===== config.mk =====
export PLATFORM = sky130hd
export DESIGN_NAME = inference_scheduler
export DESIGN_NICKNAME = d
export VERILOG_FILES = /design/src/rtl/inference_scheduler_pkg.sv /design/src/rtl/inference_scheduler_argmax_seq.sv /design/src/rtl/inference_scheduler.sv
export SDC_FILE = /design/constraint.sdc
export NUM_CORES = 1
export LEC_CHECK = 0
export CAP_MARGIN = 10
export CORE_MARGIN = 3
export CORE_UTILIZATION = 42
export DETAILED_ROUTE_END_ITERATION = 10
export GPL_TIMING_DRIVEN = 0
export PLACE_DENSITY = 0.68
export SYNTH_ARGS = -nofsm -noshare
export SYNTH_HDL_FRONTEND = slang
export SYNTH_SLANG_ARGS = --single-unit

===== constraint.sdc =====
create_clock -name Clk -period 4.39 [get_ports Clk]
set_input_delay 0.878 -clock Clk [delete_from_list [all_inputs] [get_ports Clk]]
set_output_delay 0.878 -clock Clk [all_outputs]
set_load 0.01 [all_outputs]

===== src/rtl/inference_scheduler_pkg.sv =====
// Shared constants and state encoding for the inference scheduler and its argmax helper.
package inference_scheduler_pkg;
  localparam int N_PIXELS_DEF   = 784;
  localparam int N_CLASSES_DEF  = 10;
  localparam int INPUT_BASE_DEF = 0;
  localparam int TIMEOUT_DEF    = 4096;
  localparam int ADDR_W         = 10;
  localparam int PIX_W          = 16;
  localparam int IDX_W          = 4;

  typedef enum logic [2:0] {
    ST_IDLE   = 3'd0,
    ST_LOAD   = 3'd1,
    ST_LAUNCH = 3'd2,
    ST_WAIT   = 3'd3,
    ST_ARGMAX = 3'd4,
    ST_RESULT = 3'd5
  } sched_state_e;

  function automatic logic [ADDR_W-1:0] pixel_addr(input logic [ADDR_W-1:0] base,
                                                   input logic [ADDR_W-1:0] idx);
    return base + idx;
  endfunction
endpackage


===== src/rtl/inference_scheduler_argmax_seq.sv =====
// Sequential argmax: after start_i, compares one class per cycle against the running best
// (strict greater-than, so ties keep the lower index) and flags done on the last class.
module argmax_seq
  import inference_scheduler_pkg::*;
#(
  parameter int N_CLASSES = N_CLASSES_DEF
) (
  input  logic                         Clk,
  input  logic                         Reset,
  input  logic                         clear_i,
  input  logic                         start_i,
  input  logic [PIX_W*N_CLASSES-1:0]   snap_i,
  output logic                         done_o,
  output logic [IDX_W-1:0]             idx_o,
  output logic [PIX_W-1:0]             val_o
);
  localparam logic [IDX_W-1:0] FIRST_IDX = IDX_W'(1);
  localparam logic [IDX_W-1:0] LAST_IDX  = IDX_W'(N_CLASSES - 1);

  logic             active_q, active_d;
  logic [IDX_W-1:0] idx_q, idx_d;
  logic [IDX_W-1:0] best_idx_q, best_idx_d;
  logic [PIX_W-1:0] best_val_q, best_val_d;
  logic [IDX_W-1:0] base_idx;
  logic [PIX_W-1:0] base_val;
  logic [PIX_W-1:0] cand_val;
  logic             take;

  // The first comparison uses class 0 directly as the incumbent best.
  always_comb begin
    base_idx = (idx_q == FIRST_IDX) ? {IDX_W{1'b0}} : best_idx_q;
    base_val = (idx_q == FIRST_IDX) ? snap_i[PIX_W-1:0] : best_val_q;
    cand_val = snap_i[int'(idx_q)*PIX_W +: PIX_W];
    take     = (cand_val > base_val);
    idx_o    = take ? idx_q : base_idx;
    val_o    = take ? cand_val : base_val;
    done_o   = active_q && (idx_q == LAST_IDX);
  end

  always_comb begin
    active_d   = active_q;
    idx_d      = idx_q;
    best_idx_d = best_idx_q;
    best_val_d = best_val_q;
    if (clear_i) begin
      active_d = 1'b0;
      idx_d    = {IDX_W{1'b0}};
    end else if (start_i) begin
      active_d = 1'b1;
      idx_d    = FIRST_IDX;
    end else if (active_q) begin
      best_idx_d = idx_o;
      best_val_d = val_o;
      if (done_o) begin
        active_d = 1'b0;
        idx_d    = {IDX_W{1'b0}};
      end else begin
        idx_d = idx_q + IDX_W'(1);
      end
    end else begin
      active_d = 1'b0;
    end
  end

  always_ff @(posedge Clk) begin
    if (Reset) begin
      active_q   <= 1'b0;
      idx_q      <= {IDX_W{1'b0}};
      best_idx_q <= {IDX_W{1'b0}};
      best_val_q <= {PIX_W{1'b0}};
    end else begin
      active_q   <= active_d;
      idx_q      <= idx_d;
      best_idx_q <= best_idx_d;
      best_val_q <= best_val_d;
    end
  end
endmodule


===== src/rtl/inference_scheduler.sv =====
// Inference scheduler: streams one image into the input RAM, starts the network, waits
// (with timeout) for its result and reports the most probable class via valid/ready.
module inference_scheduler
  import inference_scheduler_pkg::*;
#(
  parameter int N_PIXELS       = N_PIXELS_DEF,
  parameter int N_CLASSES      = N_CLASSES_DEF,
  parameter int INPUT_BASE     = INPUT_BASE_DEF,
  parameter int TIMEOUT_CYCLES = TIMEOUT_DEF
) (
  input  logic                       Clk,
  input  logic                       Reset,
  input  logic                       Abort_i,
  input  logic                       Pix_Valid_i,
  input  logic [PIX_W-1:0]           Pix_Data_i,
  output logic                       Pix_Ready_o,
  output logic                       Wr_En_o,
  output logic [ADDR_W-1:0]          Wr_Addr_o,
  output logic [PIX_W-1:0]           Wr_Data_o,
  output logic                       Compute_o,
  input  logic                       Nn_Done_i,
  input  logic [PIX_W*N_CLASSES-1:0] Probability_i,
  output logic                       Result_Valid_o,
  input  logic                       Result_Ready_i,
  output logic [IDX_W-1:0]           Result_Digit_o,
  output logic [PIX_W-1:0]           Result_Prob_o,
  output logic                       Result_Error_o,
  output logic                       Busy_o
);
  localparam int                WAIT_W    = $clog2(TIMEOUT_CYCLES + 1);
  localparam logic [ADDR_W-1:0] BASE_ADDR = ADDR_W'(INPUT_BASE);
  localparam logic [ADDR_W-1:0] PIX_LAST  = ADDR_W'(N_PIXELS - 1);
  localparam logic [WAIT_W-1:0] WAIT_LAST = WAIT_W'(TIMEOUT_CYCLES - 1);

  sched_state_e               state_q, state_d;
  logic [ADDR_W-1:0]          pix_cnt_q, pix_cnt_d;
  logic [WAIT_W-1:0]          wait_cnt_q, wait_cnt_d;
  logic                       wr_en_q, wr_en_d;
  logic [ADDR_W-1:0]          wr_addr_q, wr_addr_d;
  logic [PIX_W-1:0]           wr_data_q, wr_data_d;
  logic [PIX_W*N_CLASSES-1:0] snap_q, snap_d;
  logic [IDX_W-1:0]           digit_q, digit_d;
  logic [PIX_W-1:0]           prob_q, prob_d;
  logic                       err_q, err_d;
  logic                       am_start;
  logic                       am_done;
  logic [IDX_W-1:0]           am_idx;
  logic [PIX_W-1:0]           am_val;

  argmax_seq #(.N_CLASSES(N_CLASSES)) u_argmax (
    .Clk     (Clk),
    .Reset   (Reset),
    .clear_i (Abort_i),
    .start_i (am_start),
    .snap_i  (snap_q),
    .done_o  (am_done),
    .idx_o   (am_idx),
    .val_o   (am_val)
  );

  assign Pix_Ready_o    = (state_q == ST_IDLE) || (state_q == ST_LOAD);
  assign Compute_o      = (state_q == ST_WAIT);
  assign Busy_o         = (state_q != ST_IDLE);
  assign Result_Valid_o = (state_q == ST_RESULT);
  assign Wr_En_o        = wr_en_q;
  assign Wr_Addr_o      = wr_addr_q;
  assign Wr_Data_o      = wr_data_q;
  assign Result_Digit_o = digit_q;
  assign Result_Prob_o  = prob_q;
  assign Result_Error_o = err_q;

  // Abort wins over every other event, including a pixel transfer or result handshake.
  always_comb begin
    state_d    = state_q;
    pix_cnt_d  = pix_cnt_q;
    wait_cnt_d = wait_cnt_q;
    wr_en_d    = 1'b0;
    wr_addr_d  = wr_addr_q;
    wr_data_d  = wr_data_q;
    snap_d     = snap_q;
    digit_d    = digit_q;
    prob_d     = prob_q;
    err_d      = err_q;
    am_start   = 1'b0;
    if (Abort_i) begin
      state_d    = ST_IDLE;
      pix_cnt_d  = {ADDR_W{1'b0}};
      wait_cnt_d = {WAIT_W{1'b0}};
    end else begin
      case (state_q)
        ST_IDLE, ST_LOAD: begin
          if (Pix_Valid_i) begin
            wr_en_d   = 1'b1;
            wr_addr_d = pixel_addr(BASE_ADDR, pix_cnt_q);
            wr_data_d = Pix_Data_i;
            if (pix_cnt_q == PIX_LAST) begin
              pix_cnt_d = {ADDR_W{1'b0}};
              state_d   = ST_LAUNCH;
            end else begin
              pix_cnt_d = pix_cnt_q + ADDR_W'(1);
              state_d   = ST_LOAD;
            end
          end else begin
            state_d = state_q;
          end
        end
        ST_LAUNCH: begin
          wait_cnt_d = {WAIT_W{1'b0}};
          state_d    = ST_WAIT;
        end
        ST_WAIT: begin
          if (Nn_Done_i) begin
            snap_d     = Probability_i;
            am_start   = 1'b1;
            wait_cnt_d = {WAIT_W{1'b0}};
            state_d    = ST_ARGMAX;
          end else if (wait_cnt_q == WAIT_LAST) begin
            wait_cnt_d = {WAIT_W{1'b0}};
            digit_d    = 4'hF;
            prob_d     = {PIX_W{1'b0}};
            err_d      = 1'b1;
            state_d    = ST_RESULT;
          end else begin
            wait_cnt_d = wait_cnt_q + WAIT_W'(1);
          end
        end
        ST_ARGMAX: begin
          if (am_done) begin
            digit_d = am_idx;
            prob_d  = am_val;
            err_d   = 1'b0;
            state_d = ST_RESULT;
          end else begin
            state_d = ST_ARGMAX;
          end
        end
        ST_RESULT: begin
          if (Result_Ready_i) begin
            state_d = ST_IDLE;
          end else begin
            state_d = ST_RESULT;
          end
        end
        default: begin
          state_d = ST_IDLE;
        end
      endcase
    end
  end

  always_ff @(posedge Clk) begin
    if (Reset) begin
      state_q    <= ST_IDLE;
      pix_cnt_q  <= {ADDR_W{1'b0}};
      wait_cnt_q <= {WAIT_W{1'b0}};
      wr_en_q    <= 1'b0;
      wr_addr_q  <= {ADDR_W{1'b0}};
      wr_data_q  <= {PIX_W{1'b0}};
      snap_q     <= {(PIX_W*N_CLASSES){1'b0}};
      digit_q    <= {IDX_W{1'b0}};
      prob_q     <= {PIX_W{1'b0}};
      err_q      <= 1'b0;
    end else begin
      state_q    <= state_d;
      pix_cnt_q  <= pix_cnt_d;
      wait_cnt_q <= wait_cnt_d;
      wr_en_q    <= wr_en_d;
      wr_addr_q  <= wr_addr_d;
      wr_data_q  <= wr_data_d;
      snap_q     <= snap_d;
      digit_q    <= digit_d;
      prob_q     <= prob_d;
      err_q      <= err_d;
    end
  end
endmodule


==> qor.txt, run 1 <==
RUN STATUS
--------------------------------------------------------------------------------
Status ............................................................ finished clean

SETUP PATH
--------------------------------------------------------------------------------
Type of the worst setup path ......................................      reg2reg
Cell type group with the largest total delay on the critical path . buffers and inverters
Critical Path Max Stage Delay .....................................      0.39 ns
Slack of the worst reg-to-reg path ................................      0.15 ns
Cell-by-cell trace of the critical path ........................... clkbuf_4, buf_4, buf_2, mux4_2, a22oi_1, o21a_1, inv_1, ha_1, nand4_1, nor4_2, a21boi_1, o31a_1, buf_6, buf_8, mux2i_1, a22o_1
Worst EP arrival ..................................................      4.72 ns
Cell with the largest stage delay on the worst path ............... sky130_fd_sc_hd__mux4_2
Worst-path maximum fanout .........................................           10
Critical path endpoint category ...................................    flip-flop
Buf+Inv Stages, Crit Path .........................................            6
Required time reported for the critical path endpoint .............      4.87 ns
Element type at the critical path start ...........................    flip-flop

LAYOUT
--------------------------------------------------------------------------------
Number of fillers in the final layout .............................        2,366
Fraction of final layout cells sized beyond drive strength 1 ......        8.71%
Layout-stage area growth over the synthesis result ................        32.9%
Count of nets after finishing .....................................        1,767
Cell area after layout ............................................  14,900 um^2

GRT
--------------------------------------------------------------------------------
Global router's overall resource usage ............................        22.9%
Vias in the first global route ....................................        9,892
First-pass GRT wire length ........................................    52,300 um
Total congestion overflow .........................................            0
Antenna violations before repair ..................................            1
Pin count of the biggest net entering global routing ..............           14

FLOORPLANNING
--------------------------------------------------------------------------------
Area of the core region ...........................................  26,100 um^2
Total Die Area ....................................................  28,700 um^2
Width of the die ..................................................       169 um
Starting density of the core ......................................        42.9%
Count of boundary I/O pins ........................................          234
Die height ........................................................       169 um
Rows ..............................................................           59

SYNTHESIS
--------------------------------------------------------------------------------
Synthesized cell area .............................................  11,200 um^2
Number of instances in the synthesized netlist ....................        1,304
Post-synthesis sequential area ratio ..............................        46.3%
Number of flops mapped to enable cells by yosys ...................            0
Number of synthesized register bits ...............................          259
Synth cell count leaders .......................................... 403 x sky130_fd_sc_hd__nand2_1, 259 x sky130_fd_sc_hd__dfxtp_1, 199 x sky130_fd_sc_hd__a21oi_1
Async S/R FF share, synth .........................................           0%
Warnings, synthesis ...............................................            0
Unique cell type count in the Yosys netlist .......................           53
Cells taking the most area after synthesis ........................ sky130_fd_sc_hd__dfxtp_1 46%, sky130_fd_sc_hd__nand2_1 14%, sky130_fd_sc_hd__a21oi_1 8.9%, sky130_fd_sc_hd__mux4_2 6.4%, sky130_fd_sc_hd__mux2i_1 4.2%
Syn Nets ..........................................................        1,506
Cell taking the most area after synthesis ......................... sky130_fd_sc_hd__dfxtp_1
Share of the synthesized area in the top cell type ................        46.3%
Top flip-flop cell by instance count after synthesis .............. sky130_fd_sc_hd__dfxtp_1
Most common cell in the netlist ................................... sky130_fd_sc_hd__nand2_1
Average cell area after synthesis .................................    8.59 um^2

POWER
--------------------------------------------------------------------------------
Relative contribution of sequential cells to total power ..........        47.3%
Cell internal pwr .................................................      3.96 mW
Part of the total power dissipated in combinational logic .........         6.2%
Power per Cell Area ...............................................  337 nW/um^2
Peak ir drop on the vdd network ...................................   0.000265 V
Net Sw Power ......................................................      1.06 mW
Share of total power in the clock network .........................        46.5%
Sw frac ...........................................................        21.0%
P_leak ............................................................      5.11 nW

DRT
--------------------------------------------------------------------------------
Number of detailed-route iterations in the first pass .............            5
Routed length per placed instance .................................      17.6 um
Vias/cell .........................................................         5.24
Iteration-0 DRC Markers ...........................................          757
Antenna viol nets, final ..........................................            0
Residual DRC ......................................................            0
Routed vias .......................................................       10,064
WL final ..........................................................    33,900 um

PLACED DESIGN
--------------------------------------------------------------------------------
Global placement routability congestion ...........................        0.892
Final HPWL from detailed placement ................................    26,400 um
Minimum setup slack after placement ...............................    0.0579 ns
Dpl cell area .....................................................  13,900 um^2
Port-buffer cells .................................................          231

TIMING
--------------------------------------------------------------------------------
Final setup violation count .......................................            0
Post-Route Setup TNS ..............................................         0 ns
Minimum hold slack ................................................     0.453 ns
Fin crit period ...................................................      4.24 ns
Pins Over Slew Limit ..............................................            0
Achievable clock frequency ........................................      236 MHz
Slew of the pin with the lowest slew margin .......................     0.745 ns
Setup repair after global routing missed its margin ...............          yes
Clock skew after layout ...........................................    0.0153 ns
Hold Violations, Final ............................................            0
Share of the cycle needed by the critical path after routing ......        96.6%
Setup slack after layout ..........................................     0.151 ns
Tightest slew margin relative to the limit ........................        50.3%

CLOCK NETWORK
--------------------------------------------------------------------------------
Total clock sinks .................................................          259
Total number of H-tree levels .....................................            1
Number of buffers added by the clock tree synthesis step ..........           28
Clock root cell ................................................... sky130_fd_sc_hd__clkbuf_16
Largest buffer count on any clock path ............................            3
Latest clock arrival within the worst-skew pair ...................      0.53 ns
Post-CTS Setup Inserts ............................................            0
TritonCTS clock tree ..............................................          yes
Clock-pin slew on the worst setup and hold paths ..................      0.06 ns

WORST HOLD PATH
--------------------------------------------------------------------------------
Class of the tightest hold or removal check .......................      reg2reg

FLOW RUN
--------------------------------------------------------------------------------
Maximum Capacitance Violations ....................................            0

kinds of logic after synthesis:
logic type,count (synthesis),synth area share [%]
mux,82,10.9
flops,259,46.3
fa+ha+maj,20,2.23
compound gates,292,15.4
buf+inv,115,4.69
xor+xnor,21,1.64
simple gates,515,18.8
worst paths after layout:
| path | startpoint | to | cells after the start |
|---|---|---|---|
| worst min-delay path | snap_q[68] | snap_q[68] | 2 |
| worst max register to register | u_argmax.idx_q[1] | u_argmax.best_val_q[9] | 16 |
| worst max-delay path | u_argmax.idx_q[1] | u_argmax.best_val_q[9] | 16 |
| worst min register to register | snap_q[68] | snap_q[68] | 2 |
final cells by class:
type	instances	area, um^2	area share (%)
repair buffers	231	2310	15.5
well taps	335	419	2.82
clock buffers	45	876	5.88
clock inverters	5	50.0	0.336
inverters	23	86.3	0.580
plain buffers	92	445	2.99
multi-input cells	930	5510	37.0
flip-flops and latches	259	5180	34.8
diodes	1	2.50	0.0168
placed cells by master, fill, tap and decap left out, types with 4 or more instances in the layout:
cell,instances
sky130_fd_sc_hd__o21ai_0,8
sky130_fd_sc_hd__nor2_1,47
sky130_fd_sc_hd__buf_6,4
sky130_fd_sc_hd__dfxtp_1,259
sky130_fd_sc_hd__a22o_1,32
sky130_fd_sc_hd__clkbuf_8,9
sky130_fd_sc_hd__nor3_1,5
sky130_fd_sc_hd__nand2b_1,4
sky130_fd_sc_hd__clkbuf_1,54
sky130_fd_sc_hd__nand3b_1,4
sky130_fd_sc_hd__mux2i_2,5
sky130_fd_sc_hd__clkinv_2,4
sky130_fd_sc_hd__mux4_2,32
sky130_fd_sc_hd__nand3_1,18
sky130_fd_sc_hd__ha_1,20
sky130_fd_sc_hd__a31oi_1,7
sky130_fd_sc_hd__o21a_1,16
sky130_fd_sc_hd__mux2i_1,42
sky130_fd_sc_hd__buf_2,34
sky130_fd_sc_hd__clkdlybuf4s50_1,231
sky130_fd_sc_hd__clkbuf_16,29
sky130_fd_sc_hd__nand2_1,403
sky130_fd_sc_hd__inv_1,22
sky130_fd_sc_hd__xor2_1,13
sky130_fd_sc_hd__a21oi_1,199
sky130_fd_sc_hd__a22oi_1,16
sky130_fd_sc_hd__nand4_1,13
sky130_fd_sc_hd__xnor2_1,8
routing by layer:
metal / vias to the layer above / track usage (%) / wire (um)
met5: - / 0 / 0
met1: 4739 / 31.5 / 15200
met4: 0 / 6.29 / 855
met3: 58 / 3.00 / 1940
li1: 4971 / - / -
met2: 296 / 38.2 / 15800
registers in the layout, summed over array words and instances (netlist names):
register and cells:
u_argmax.best_val_q 16, u_argmax.idx_q 4, Wr_Addr_o 10, Wr_Data_o 16, Result_Digit_o 4, Wr_En_o 1, state_q 3, pix_cnt_q 10
Result_Prob_o 16, Result_Error_o 1, snap_q 160, u_argmax.active_q 1, u_argmax.best_idx_q 4, wait_cnt_q 13
timing repair:
action | CTS | global route
resized for setup | 0 | 8
setup endpoints to repair | 0 | 25
hold buffers | 0 | 0
per-stage QoR:
step                      util, %  power (mW)  instances
after floorplan                 -        2.51       1304
after global placement       53.3        2.73       1870
after detailed placement     53.3        2.73       1870
after CTS                    56.9        5.04       1920
after global routing         57.0        5.18       1921
final                        57.0        5.02       1921
worst min-delay path, cell delays in order (launching register included):
cell and delay [ns]:
sky130_fd_sc_hd__dfxtp_1 0.31, sky130_fd_sc_hd__nand2_1 0.05, sky130_fd_sc_hd__a21oi_1 0.05
power by group through the flow:
stage	Clock, mW	Combinational, mW	Sequential, mW
6_report	2.33	0.310	2.37
5_1_grt	2.47	0.332	2.37
4_1_cts	2.36	0.309	2.37
3_5_place_dp	0	0.307	2.43
3_3_place_gp	0	0.306	2.42
2_1_floorplan	0	0.0868	2.43
No activity file was read; power rests on OpenSTA's default activity.
==> run 2, diff against run 1 <==
--- a/config.mk
+++ b/config.mk
@@ -10,6 +10,7 @@
 export CORE_UTILIZATION = 42
 export DETAILED_ROUTE_END_ITERATION = 10
 export GPL_TIMING_DRIVEN = 0
+export HOLD_SLACK_MARGIN = 0.02
 export PLACE_DENSITY = 0.68
 export SYNTH_ARGS = -nofsm -noshare
 export SYNTH_HDL_FRONTEND = slang
==> results of run 2 <==
The final DEF is identical to that of run 1; final timing and power are the same.
==> run 3, diff against run 2 <==
--- a/config.mk
+++ b/config.mk
@@ -5,13 +5,15 @@
 export SDC_FILE = /design/constraint.sdc
 export NUM_CORES = 1
 export LEC_CHECK = 0
+export ABC_AREA = 1
 export CAP_MARGIN = 10
 export CORE_MARGIN = 3
 export CORE_UTILIZATION = 42
 export DETAILED_ROUTE_END_ITERATION = 10
 export GPL_TIMING_DRIVEN = 0
 export HOLD_SLACK_MARGIN = 0.02
-export PLACE_DENSITY = 0.68
+export PLACE_DENSITY = 0.67
 export SYNTH_ARGS = -nofsm -noshare
 export SYNTH_HDL_FRONTEND = slang
 export SYNTH_SLANG_ARGS = --single-unit
+export TNS_END_PERCENT = 10
==> constraint.sdc (replaced) <==
create_clock -name Clk -period 4.39 [get_ports Clk]
set_input_delay 0.6585 -clock Clk [delete_from_list [all_inputs] [get_ports Clk]]
set_output_delay 0.6585 -clock Clk [all_outputs]
set_load 0.01 [all_outputs]
==> run 3 against run 2 <==
Effect of this change:
- worst hold slack worse by 0.0051 ns
- maximum frequency is 4.5% higher
- global-route usage is 2.6 points higher
- non-clock buffer count up 23
- critical path depth down 1
- total power increased by 5.8%
- routed wire length rose by 19%
- highest routed layer is now met5
==> qor.txt, run 3 <==
LAYOUT
----------------------------------------------------------------------------
Reg with most FFs .............................................       snap_q
Fraction of final layout cells sized beyond drive strength 1 ..        7.50%
Footprint of the flip-flops and latches .......................    5180 um^2
Most used cells in the layout excluding fill and tap cells .... 363 x sky130_fd_sc_hd__nand2_1, 259 x sky130_fd_sc_hd__dfxtp_1, 232 x sky130_fd_sc_hd__clkdlybuf4s50_1
Max reg flops .................................................          160
Final Core Density ............................................        56.6%
Number of fillers in the final layout .........................        2,750
Most common library cell in the layout ignoring fill and taps . sky130_fd_sc_hd__nand2_1
Area occupied by multi-input gates ............................    5570 um^2
Count of nets after finishing .................................        2,233
Count of antenna diodes in the layout .........................            0
Layout-stage area growth over the synthesis result ............        31.4%

POWER
----------------------------------------------------------------------------
Share of total power in the clock network .....................        47.2%
Peak ir drop on the vdd network ...............................   0.000280 V
Cell internal pwr .............................................      4.13 mW
Total chip power ..............................................      5.31 mW
P_leak ........................................................      6.58 nW
Net Sw Power ..................................................      1.18 mW
Part of the total power dissipated in combinational logic .....         7.9%
Relative contribution of sequential cells to total power ......        44.9%
Power per Cell Area ...........................................  335 nW/um^2
Sw frac .......................................................        22.2%

SETUP PATH
----------------------------------------------------------------------------
Worst setup endpoint .......................................... Result_Prob_o[7]
Critical register-to-register path endpoint ................... Result_Prob_o[7]
Slack of the worst reg-to-reg path ............................      0.33 ns
Type of the worst setup path ..................................      reg2reg
Element type at the critical path start .......................    flip-flop
Worst EP arrival ..............................................      4.46 ns
Startpoint of the lowest-slack register-to-register path ...... u_argmax.idx_q[1]
Required time reported for the critical path endpoint .........      4.79 ns
Worst-path maximum fanout .....................................           11
Critical path endpoint category ...............................    flip-flop
CP startpoint ................................................. u_argmax.idx_q[1]
Depth of the most critical reg-to-reg path ....................           15

TIMING
----------------------------------------------------------------------------
Pins Over Slew Limit ..........................................            0
Setup repair after global routing missed its margin ...........          yes
Achievable clock frequency ....................................      246 MHz
Final setup violation count ...................................            0
Tightest slew margin relative to the limit ....................        44.7%
Hold Violations, Final ........................................            0
Clock skew after layout .......................................    0.0161 ns
Slew of the pin with the lowest slew margin ...................     0.829 ns
Share of the cycle needed by the critical path after routing ..        92.4%
Fin crit period ...............................................      4.06 ns

PLACED DESIGN
----------------------------------------------------------------------------
Port-buffer cells .............................................          232
Final HPWL from detailed placement ............................    31,100 um
Global placement routability congestion .......................        0.929

SYNTHESIS
----------------------------------------------------------------------------
Unique cell type count in the Yosys netlist ...................           41
Top flip-flop cell by instance count after synthesis .......... sky130_fd_sc_hd__dfxtp_1
Synthesized cell area .........................................  12,100 um^2
Most common cell in the netlist ............................... sky130_fd_sc_hd__nand2_1
Async S/R FF share, synth .....................................           0%
Cells taking the most area after synthesis .................... sky130_fd_sc_hd__dfxtp_1 43%, sky130_fd_sc_hd__nand2_1 11%, sky130_fd_sc_hd__a21oi_1 7.1%, sky130_fd_sc_hd__nand3_1 6.6%, sky130_fd_sc_hd__nor2_1 6.1%
Share of the synthesized area in the top cell type ............        43.0%
Cell taking the most area after synthesis ..................... sky130_fd_sc_hd__dfxtp_1
Number of synthesized register bits ...........................          259
Synth cell count leaders ...................................... 363 x sky130_fd_sc_hd__nand2_1, 259 x sky130_fd_sc_hd__dfxtp_1, 197 x sky130_fd_sc_hd__nor2_1
Number of instances in the synthesized netlist ................        1,769
Average cell area after synthesis .............................    6.82 um^2
Syn Nets ......................................................        1,971
Post-synthesis sequential area ratio ..........................        43.0%
Number of flops mapped to enable cells by yosys ...............            0
Warnings, synthesis ...........................................            0

DRT
----------------------------------------------------------------------------
Residual DRC ..................................................            0
Iteration-0 DRC Markers .......................................        1,080
Routed vias ...................................................       12,347
Vias/cell .....................................................         5.08
Antenna viol nets, final ......................................            0
WL final ......................................................    40,500 um
Number of detailed-route iterations in the first pass .........            6
Routed length per placed instance .............................      16.6 um

CLOCK NETWORK
----------------------------------------------------------------------------
Latest clock arrival within the worst-skew pair ...............      0.55 ns
Clock root cell ............................................... sky130_fd_sc_hd__clkbuf_16
Number of buffers added by the clock tree synthesis step ......           29
Largest buffer count on any clock path ........................            3
Post-cts hold buffer count ....................................            0
TritonCTS clock tree ..........................................          yes
Number of resized instances in the post-cts repair step .......            0
Clock-pin slew on the worst setup and hold paths ..............      0.06 ns
Post-CTS Setup Inserts ........................................            0
Total number of H-tree levels .................................            1
Total clock sinks .............................................          259

FLOORPLANNING
----------------------------------------------------------------------------
Rows ..........................................................           61
Width of the die ..............................................       175 um
Starting density of the core ..................................        43.1%
Total Die Area ................................................  30,800 um^2
Area of the core region .......................................  28,000 um^2
Count of boundary I/O pins ....................................          234
Die height ....................................................       175 um

GRT
----------------------------------------------------------------------------
Global router's overall resource usage ........................        25.5%
Pin count of the biggest net entering global routing ..........           15
First-pass GRT wire length ....................................    62,800 um
Antenna violations before repair ..............................            1
Total congestion overflow .....................................            0
Vias in the first global route ................................       12,042

FLOW RUN
----------------------------------------------------------------------------
Maximum Capacitance Violations ................................            0

RUN STATUS
----------------------------------------------------------------------------
Status ........................................................ finished clean

WORST HOLD PATH
----------------------------------------------------------------------------
Class of the tightest hold or removal check ...................      reg2reg

run 3: cell types whose count changed after synthesis, moves of 25 or more:
cell | previous run | this run
sky130_fd_sc_hd__o21ai_0 | 8 | 83
sky130_fd_sc_hd__mux2i_1 | 47 | 0
sky130_fd_sc_hd__inv_1 | 22 | 181
sky130_fd_sc_hd__o21ai_1 | 2 | 127
sky130_fd_sc_hd__a22o_1 | 32 | 0
sky130_fd_sc_hd__nor2_1 | 47 | 197
sky130_fd_sc_hd__a21oi_1 | 199 | 172
sky130_fd_sc_hd__nand2_1 | 403 | 363
sky130_fd_sc_hd__inv_2 | 1 | 26
sky130_fd_sc_hd__mux4_2 | 32 | 0
sky130_fd_sc_hd__nand3_1 | 18 | 160
run 3: worst min path at each step:
stage | from | to | cells after the start
3_3_place_gp | wait_cnt_q[12] | wait_cnt_q[12] | 2
6_report | wait_cnt_q[12] | wait_cnt_q[12] | 2
3_5_place_dp | wait_cnt_q[12] | wait_cnt_q[12] | 2
5_1_grt | snap_q[38] | snap_q[38] | 2
4_1_cts | wait_cnt_q[12] | wait_cnt_q[12] | 2
2_1_floorplan | wait_cnt_q[12] | wait_cnt_q[12] | 2
run 3: logic make-up after synthesis:
group,count (synthesis),share of synthesized area (%)
simple gates,758,26.5
buf+inv,324,10.8
fa+ha+maj,20,2.07
xor+xnor,9,0.654
compound gates,399,17.0
flops,259,43.0
run 3: final cells by class:
class	count	area share [%]
timing repair buffer	232	14.6
sequential	259	32.7
clock inverter	8	0.789
inverter	209	4.96
clock buffer	44	5.50
buffer	114	3.26
multi-input combinational	1186	35.1
tap	378	2.98
run 3: power groups by stage:
stage / sequential, mW / clock (mW) / combinational, mW
floorplan: 2.44 / 0 / 0.144
global placement: 2.44 / 0 / 0.413
detailed placement: 2.44 / 0 / 0.414
CTS: 2.38 / 2.54 / 0.418
global route: 2.39 / 2.63 / 0.457
finish: 2.39 / 2.50 / 0.420
run 3: stage by stage:
step	hold WS, ns	cells	area, um^2	TNS, ns	setup WS, ns
floorplan	0.422	1769	12100	0	1.46
global placement	0.432	2379	14900	0	0.258
detailed placement	0.436	2379	14900	0	0.233
global route	0.466	2430	15900	-0.279	-0.0529
CTS	0.446	2431	15900	0	0.210
finish	0.448	2430	15900	0	0.333
run 3: metal layers:
metal / track usage (%) / share of wire [%] / up-vias
li1: - / - / 6213
met1: 34.7 / 45 / 5560
met2: 41.0 / 44 / 495
met3: 4.45 / 8.0 / 77
met4: 8.71 / 2.9 / 2
met5: 0 / 0.032 / -
run 3: critical path: stages (launching register included):
cell and delay [ns]:
sky130_fd_sc_hd__dfxtp_1 0.39, sky130_fd_sc_hd__inv_1 0.36, sky130_fd_sc_hd__ha_1 0.28, sky130_fd_sc_hd__nand3_1 0.36, sky130_fd_sc_hd__clkbuf_1 0.39, sky130_fd_sc_hd__nand2_1 0.13
sky130_fd_sc_hd__o21ai_0 0.13, sky130_fd_sc_hd__ha_1 0.32, sky130_fd_sc_hd__nand2_1 0.08, sky130_fd_sc_hd__nor3_1 0.37, sky130_fd_sc_hd__nand3_1 0.20, sky130_fd_sc_hd__nand2_1 0.13
sky130_fd_sc_hd__clkbuf_1 0.37, sky130_fd_sc_hd__nand2_1 0.13, sky130_fd_sc_hd__nand3_1 0.18, sky130_fd_sc_hd__a21oi_1 0.08
